File: src/rtl/rate_sequencer.sv
// rate_sequencer: plays a captured colour sequence as timed rate/tone steps for the divider
module rate_sequencer #(
    parameter int          DWELL_CYCLES = 25000000,
    parameter int          GAP_CYCLES   = 5000000,
    parameter logic [23:0] RATE_BLUE    = 24'd1388,
    parameter logic [23:0] RATE_YELLOW  = 24'd1249,
    parameter logic [23:0] RATE_GREEN   = 24'd1332,
    parameter logic [23:0] RATE_RED     = 24'd1388
) (
    input  logic        clk,
    input  logic        reset,
    input  logic        start,
    input  logic        abort,
    input  logic [4:0]  seq_len,
    input  logic [31:0] seq_code,
    input  logic        cfg_we,
    input  logic [1:0]  cfg_addr,
    input  logic [23:0] cfg_data,
    output logic [23:0] rate_out,
    output logic        tone_en,
    output logic [1:0]  cur_color,
    output logic [3:0]  step_idx,
    output logic        busy,
    output logic        done
);
    typedef enum logic [2:0] {IDLE, LOAD, TONE, GAP, DONE} state_t;
    localparam logic [31:0] DWELL_LD = 32'(DWELL_CYCLES - 1);
    localparam logic [31:0] GAP_LD   = (GAP_CYCLES > 0) ? 32'(GAP_CYCLES - 1) : 32'd0;
    state_t      state, state_n;
    logic [31:0] cnt, cnt_n, code, code_n;
    logic [4:0]  len, len_n;
    logic [23:0] tbl [4];
    logic [23:0] rate_n;
    logic [1:0]  color_n, code_cur;
    logic [3:0]  idx_n;
    logic        tone_n, busy_n, done_n, last;
    assign code_cur = code[{step_idx, 1'b0} +: 2];
    assign last     = {1'b0, step_idx} == len - 5'd1;
    always_comb begin
        state_n = state;
        cnt_n   = cnt;
        code_n  = code;
        len_n   = len;
        rate_n  = rate_out;
        color_n = cur_color;
        idx_n   = step_idx;
        tone_n  = 1'b0;
        busy_n  = 1'b0;
        done_n  = 1'b0;
        case (state)
            IDLE: if (start) begin
                code_n  = seq_code;
                len_n   = (seq_len > 5'd16) ? 5'd16 : seq_len;
                idx_n   = 4'd0;
                state_n = (seq_len == 5'd0) ? DONE : LOAD;
                busy_n  = seq_len != 5'd0;
                done_n  = seq_len == 5'd0;
            end
            LOAD: begin
                rate_n  = tbl[code_cur];
                color_n = code_cur;
                cnt_n   = DWELL_LD;
                state_n = TONE;
                tone_n  = 1'b1;
                busy_n  = 1'b1;
            end
            TONE: if (cnt != 32'd0) begin
                cnt_n  = cnt - 32'd1;
                tone_n = 1'b1;
                busy_n = 1'b1;
            end else if (last) begin
                state_n = DONE;
                done_n  = 1'b1;
            end else if (GAP_CYCLES > 0) begin
                state_n = GAP;
                cnt_n   = GAP_LD;
                busy_n  = 1'b1;
            end else begin
                state_n = LOAD;
                idx_n   = step_idx + 4'd1;
                busy_n  = 1'b1;
            end
            GAP: begin
                busy_n = 1'b1;
                if (cnt != 32'd0) cnt_n = cnt - 32'd1;
                else begin
                    state_n = LOAD;
                    idx_n   = step_idx + 4'd1;
                end
            end
            default: state_n = IDLE;
        endcase
        if (abort && (state == LOAD || state == TONE || state == GAP)) begin
            state_n = IDLE;
            cnt_n   = 32'd0;
            rate_n  = rate_out;
            color_n = cur_color;
            idx_n   = step_idx;
            tone_n  = 1'b0;
            busy_n  = 1'b0;
            done_n  = 1'b0;
        end
    end
    always_ff @(posedge clk) begin
        assert (DWELL_CYCLES >= 1);
        if (reset) begin
            state     <= IDLE;
            cnt       <= 32'd0;
            code      <= 32'd0;
            len       <= 5'd0;
            rate_out  <= 24'd0;
            cur_color <= 2'd0;
            step_idx  <= 4'd0;
            tone_en   <= 1'b0;
            busy      <= 1'b0;
            done      <= 1'b0;
            tbl[0]    <= RATE_BLUE;
            tbl[1]    <= RATE_YELLOW;
            tbl[2]    <= RATE_GREEN;
            tbl[3]    <= RATE_RED;
        end else begin
            state     <= state_n;
            cnt       <= cnt_n;
            code      <= code_n;
            len       <= len_n;
            rate_out  <= rate_n;
            cur_color <= color_n;
            step_idx  <= idx_n;
            tone_en   <= tone_n;
            busy      <= busy_n;
            done      <= done_n;
            if (cfg_we) tbl[cfg_addr] <= cfg_data;
        end
    end
endmodule
File: config.mk
export PLATFORM = sky130hd
export DESIGN_NAME = rate_sequencer
export DESIGN_NICKNAME = d
export VERILOG_FILES = /design/src/rtl/rate_sequencer.sv
export SDC_FILE = /design/constraint.sdc
export NUM_CORES = 1
export LEC_CHECK = 0
export CAP_MARGIN = 20
export CORE_MARGIN = 2
export CORE_UTILIZATION = 30
export CTS_CLUSTER_DIAMETER = 30
export CTS_CLUSTER_SIZE = 8
export DETAILED_ROUTE_END_ITERATION = 12
export GPL_TIMING_DRIVEN = 0
export HOLD_SLACK_MARGIN = 0.1
export MAX_ROUTING_LAYER = met4
export PLACE_DENSITY_LB_ADDON = 0.15
export SYNTH_ARGS = -nofsm -noshare
export SYNTH_HDL_FRONTEND = slang
export SYNTH_SLANG_ARGS = --single-unit
File: constraint.sdc
create_clock -name clk -period 4.2 [get_ports clk]
set_input_delay 0.84 -clock clk [delete_from_list [all_inputs] [get_ports clk]]
set_output_delay 0.84 -clock clk [all_outputs]
set_load 0.05 [all_outputs]
==> impl_metrics.prom <==
# TYPE chip_impl_metric gauge
chip_impl_info{name="status",value="finished, final reports clean"} 1
chip_impl_metric{name="synth-xor-area-share",unit="%"} 1.26
chip_impl_metric{name="cts-buffers-inserted",unit=""} 53
chip_impl_metric{name="first_global_vias",unit=""} 7075
chip_impl_info{name="crit_slowest_cell",value="nor3_1"} 1
chip_impl_metric{name="post_synth_inst_count",unit=""} 843
chip_impl_metric{name="power.density_cell_area",unit="mW/mm^2"} 582
chip_impl_metric{name="first_pass_grt_wire_length",unit="mm"} 40.3
chip_impl_metric{name="placement.io_buffers",unit=""} 100
chip_impl_metric{name="placeableCoreArea",unit="mm^2"} 0.0297
chip_impl_metric{name="grtUsageTotal",unit="%"} 17.1
chip_impl_metric{name="synth_compound_gate_area_share",unit="%"} 12.6
chip_impl_info{name="timing.critical_path.cells",value="clkdlybuf4s50_1 -> nand2b_1 -> nor3_1 -> clkbuf_1 -> or2_2"} 1
chip_impl_info{name="global_route.peak_usage_layer",value="met2"} 1
chip_impl_metric{name="timing.max_cap.violations",unit=""} 0
chip_impl_metric{name="report.final.setup_viol",unit=""} 0
chip_impl_metric{name="antenna_found_initial",unit=""} 0
chip_impl_metric{name="place.gp.congestion",unit=""} 0.789
chip_impl_info{name="path_class",value="in2reg"} 1
chip_impl_metric{name="mappedNetlistArea",unit="mm^2"} 0.00906
chip_impl_metric{name="drt-wirelength-per-cell",unit="um"} 18.0
chip_impl_metric{name="worst_slew_margin_relative_to_its_limit",unit="%"} 25.7
chip_impl_metric{name="syn2layout_area_growth",unit="%"} 34.7
chip_impl_metric{name="grt_max_degree",unit=""} 25
chip_impl_metric{name="clk-insertion-delay-late",unit="ns"} 0.54
chip_impl_metric{name="initial_utilization",unit="%"} 30.5
chip_impl_metric{name="worst-path-max-fanout",unit=""} 24
chip_impl_metric{name="grt.met3_usage",unit="%"} 3.34
chip_impl_metric{name="yosysWarnings",unit=""} 0
chip_impl_metric{name="postSynthRegisterBits",unit=""} 201
chip_impl_metric{name="clockBufferDepth",unit=""} 3
chip_impl_metric{name="final_layout_size_suffix_gt1_share",unit="%"} 11.8
chip_impl_metric{name="worstPathArrival",unit="ns"} 3.84
chip_impl_metric{name="post_synth_fa_ha_maj_area_fraction",unit="%"} 0.414
chip_impl_info{name="tritoncts",value="built"} 1
chip_impl_metric{name="final_cells",unit=""} 1430
chip_impl_metric{name="pre_cts_ws",unit="ns"} -0.178
chip_impl_metric{name="fillCellCount",unit=""} 2881
chip_impl_metric{name="cts_hold_buf",unit=""} 0
chip_impl_metric{name="drt_drc_violations_left",unit=""} 0
chip_impl_metric{name="fin_crit_sh",unit="%"} 87.8
chip_impl_metric{name="final_max_slew_viol_count",unit=""} 0
chip_impl_info{name="dominant_combinational_cell_family_by_area_after_synthesis",value="simple AND/OR/NAND/NOR gates"} 1
chip_impl_metric{name="synth_mux_area_share",unit="%"} 7.68
chip_impl_info{name="post-synth-top-area-cell",value="edfxtp_1"} 1
chip_impl_metric{name="max_clock_freq",unit="GHz"} 0.271
chip_impl_info{name="post_synth_main_area_contributors",value="edfxtp_1 (32%), dfxtp_1 (23%), mux2i_1 (6.2%)"} 1
chip_impl_metric{name="final.setup.worst_slack",unit="ns"} 0.511
chip_impl_info{name="grt_setup_unrepaired",value="false"} 1
chip_impl_info{name="critPathCaptureType",value="flop"} 1
chip_impl_info{name="hold_path_class",value="reg2reg"} 1
chip_impl_metric{name="synth_enable_flop_cells",unit=""} 96
chip_impl_metric{name="die-area",unit="mm^2"} 0.0316
chip_impl_metric{name="layout.area.seq",unit="mm^2"} 0.00498
chip_impl_metric{name="multi_input_area",unit="mm^2"} 0.00383
chip_impl_metric{name="share_of_synthesized_area_occupied_by_flip_flops_and_latches",unit="%"} 55.0
chip_impl_metric{name="synth_cell_type_count",unit=""} 68
chip_impl_metric{name="hpwlAfterDp",unit="mm"} 16.8
chip_impl_metric{name="final.setup_skew",unit="ns"} 0.00893
chip_impl_metric{name="wire_length_reported_by_the_detailed_router",unit="mm"} 25.7
chip_impl_metric{name="finalNetCount",unit=""} 1070
chip_impl_metric{name="dp_cells",unit=""} 1334
chip_impl_metric{name="floorplan.die.height",unit="um"} 178
chip_impl_metric{name="grtUsageMet2",unit="%"} 26.5
chip_impl_metric{name="vdd_drop_max",unit="mV"} 0.264
chip_impl_metric{name="cellLeakagePower",unit="uW"} 0.00427
chip_impl_metric{name="detail_route.iter0.violations",unit=""} 488
chip_impl_metric{name="global_route.usage.met1",unit="%"} 22.8
chip_impl_metric{name="synth_simple_gate_area_share",unit="%"} 20.3
chip_impl_info{name="startpoint_type",value="input port"} 1
chip_impl_metric{name="path_clk_slew",unit="ns"} 0.04
chip_impl_metric{name="cp.required",unit="ns"} 4.36
chip_impl_metric{name="asyncSetResetFlopFracSynth",unit="%"} 0
chip_impl_metric{name="min_period",unit="ns"} 3.69
chip_impl_metric{name="finalHoldViolations",unit=""} 0
chip_impl_metric{name="cts.sink_count",unit=""} 201
chip_impl_metric{name="core_rows",unit=""} 63
chip_impl_metric{name="overflow",unit=""} 0
chip_impl_metric{name="die_w",unit="um"} 178
chip_impl_info{name="synth_ff_type",value="dfxtp_1"} 1
chip_impl_metric{name="htree_num_levels",unit=""} 2
chip_impl_metric{name="cts.repair.resized",unit=""} 0
chip_impl_metric{name="post_cts_setup_repair_bufs",unit=""} 0
chip_impl_metric{name="yosysTopAreaCellShare",unit="%"} 31.8
chip_impl_metric{name="max_slew.worst_pin.slew",unit="ns"} 1.11
chip_impl_metric{name="max_stage_delay",unit="ns"} 0.83
chip_impl_metric{name="num_vias",unit=""} 6943
chip_impl_info{name="clock_tree.root_cell",value="clkbuf_16"} 1
chip_impl_metric{name="firstDrtPassIters",unit=""} 5
chip_impl_metric{name="post_synth.cell_area_avg",unit="um^2"} 10.7
chip_impl_metric{name="boundaryPins",unit=""} 101
chip_impl_metric{name="n_antenna_cell",unit=""} 0
chip_impl_metric{name="drt-vias-per-instance",unit=""} 4.86
chip_impl_metric{name="synthesis.nets",unit=""} 914
chip_impl_metric{name="detail-route-antenna-nets",unit=""} 0
worst max-delay path: cells and delay by family:
family        cells  cell delay (ns)
simple gates      3             1.83
buf+inv           2             1.14
metal layers:
metal  up-vias  routed length [um]
met3        42                1070
met1      3372               12300
met2       130               11900
li1       3399                   -
met4         0                 482
met5         -                   0
path summary, 6_finish.rpt:
kind | slack [ns] | start | cells past startpoint | end
hold reg to reg | 0.45 | code[24] | 2 | code[24]
setup / recovery | 0.51 | reset | 5 | tbl[0][23]
hold / removal | 0.45 | code[24] | 2 | code[24]
setup reg to reg | 0.93 | step_idx[2] | 9 | rate_out[6]
synthesized netlist by cell type (9+ instances only):
library cell	count
mux2i_1	56
nand2b_1	31
nand2_1	89
nor3_1	15
a2bb2oi_1	23
clkbuf_1	33
and2_1	74
or3_1	14
a21oi_1	62
edfxtp_1	96
nand3b_1	9
dfxtp_1	105
nor2_1	41
or4_1	11
o21ai_0	34
sequential cells by signal (all words and copies together), names as in the netlist:
signal	flops
code	32
tone_en	1
cur_color	2
done	1
tbl	96
cnt	32
len	5
state	3
busy	1
step_idx	4
rate_out	24
report_power, final:
| part | total (uW) | switching [uW] | internal (uW) | leakage, uW |
|---|---|---|---|---|
| logic | 1130 | 691 | 438 | 0.00167 |
| clock network | 3640 | 1120 | 2520 | 0.000808 |
| registers | 2330 | 98.7 | 2230 | 0.00179 |
cells in the final DEF (no fill, tap or decap), types with 4 or more instances in the layout:
| cell type | Yosys | routed |
|---|---|---|
| a211oi_1 | 6 | 6 |
| a21oi_1 | 62 | 62 |
| a2bb2oi_1 | 23 | 23 |
| a31oi_1 | 8 | 8 |
| and2_1 | 74 | 74 |
| buf_1 | 5 | 5 |
| buf_2 | 8 | 9 |
| clkbuf_1 | 33 | 51 |
| clkbuf_16 | 0 | 54 |
| clkbuf_8 | 0 | 8 |
| clkdlybuf4s50_1 | 0 | 100 |
| clkinv_2 | 0 | 10 |
| dfxtp_1 | 105 | 105 |
| edfxtp_1 | 96 | 96 |
| inv_1 | 5 | 5 |
| mux2i_1 | 56 | 56 |
| mux4_2 | 6 | 6 |
| nand2_1 | 89 | 89 |
| nand2b_1 | 31 | 31 |
| nand3_1 | 8 | 8 |
| nand3b_1 | 9 | 9 |
| nand4_1 | 4 | 4 |
| nor2_1 | 41 | 41 |
| nor2b_1 | 5 | 5 |
| nor3_1 | 15 | 15 |
| nor4_1 | 5 | 5 |
| o21ai_0 | 34 | 34 |
| o21ai_1 | 5 | 5 |
| o31ai_1 | 8 | 8 |
| or2_2 | 8 | 8 |
| or3_1 | 14 | 14 |
| or4_1 | 11 | 11 |
| xnor2_1 | 7 | 7 |
| xor2_1 | 6 | 6 |
logic make-up (layout without fill, tap and decap cells):
family	after synthesis	after routing
adder cells (fa/ha/maj)	3	3
multiplexers	62	62
flip-flops	201	201
XOR/XNOR	13	13
AO/OA/AOI/OAI	176	176
AND/OR/NAND/NOR	333	333
buffers and inverters	55	252
layout make-up:
cell class	count	share of cell area [%]
Tap cell	390	4.00
Buffer	50	1.87
Clock inverter	16	0.974
Clock buffer	80	12.5
Timing Repair Buffer	101	8.24
Inverter	5	0.154
Sequential cell	201	40.8
Multi-Input combinational cell	587	31.4
metrics by stage:
| step | area [um^2] | total power, uW | util, % | hold WS (ns) | TNS (ns) |
|---|---|---|---|---|---|
| after detailed placement | 10600 | 3490 | 35.5 | 0.447 | -5.42 |
| after global placement | 10600 | 3480 | 35.5 | 0.442 | -10.13 |
| after global routing | 12200 | 7410 | 41.1 | 0.469 | 0 |
| after floorplan | 9060 | 3110 | - | 0.433 | 0 |
| final | 12200 | 7100 | 41.1 | 0.451 | 0 |
| after CTS | 12200 | 7160 | 41.1 | 0.452 | 0 |
No activity file was read; power rests on OpenSTA's default activity.
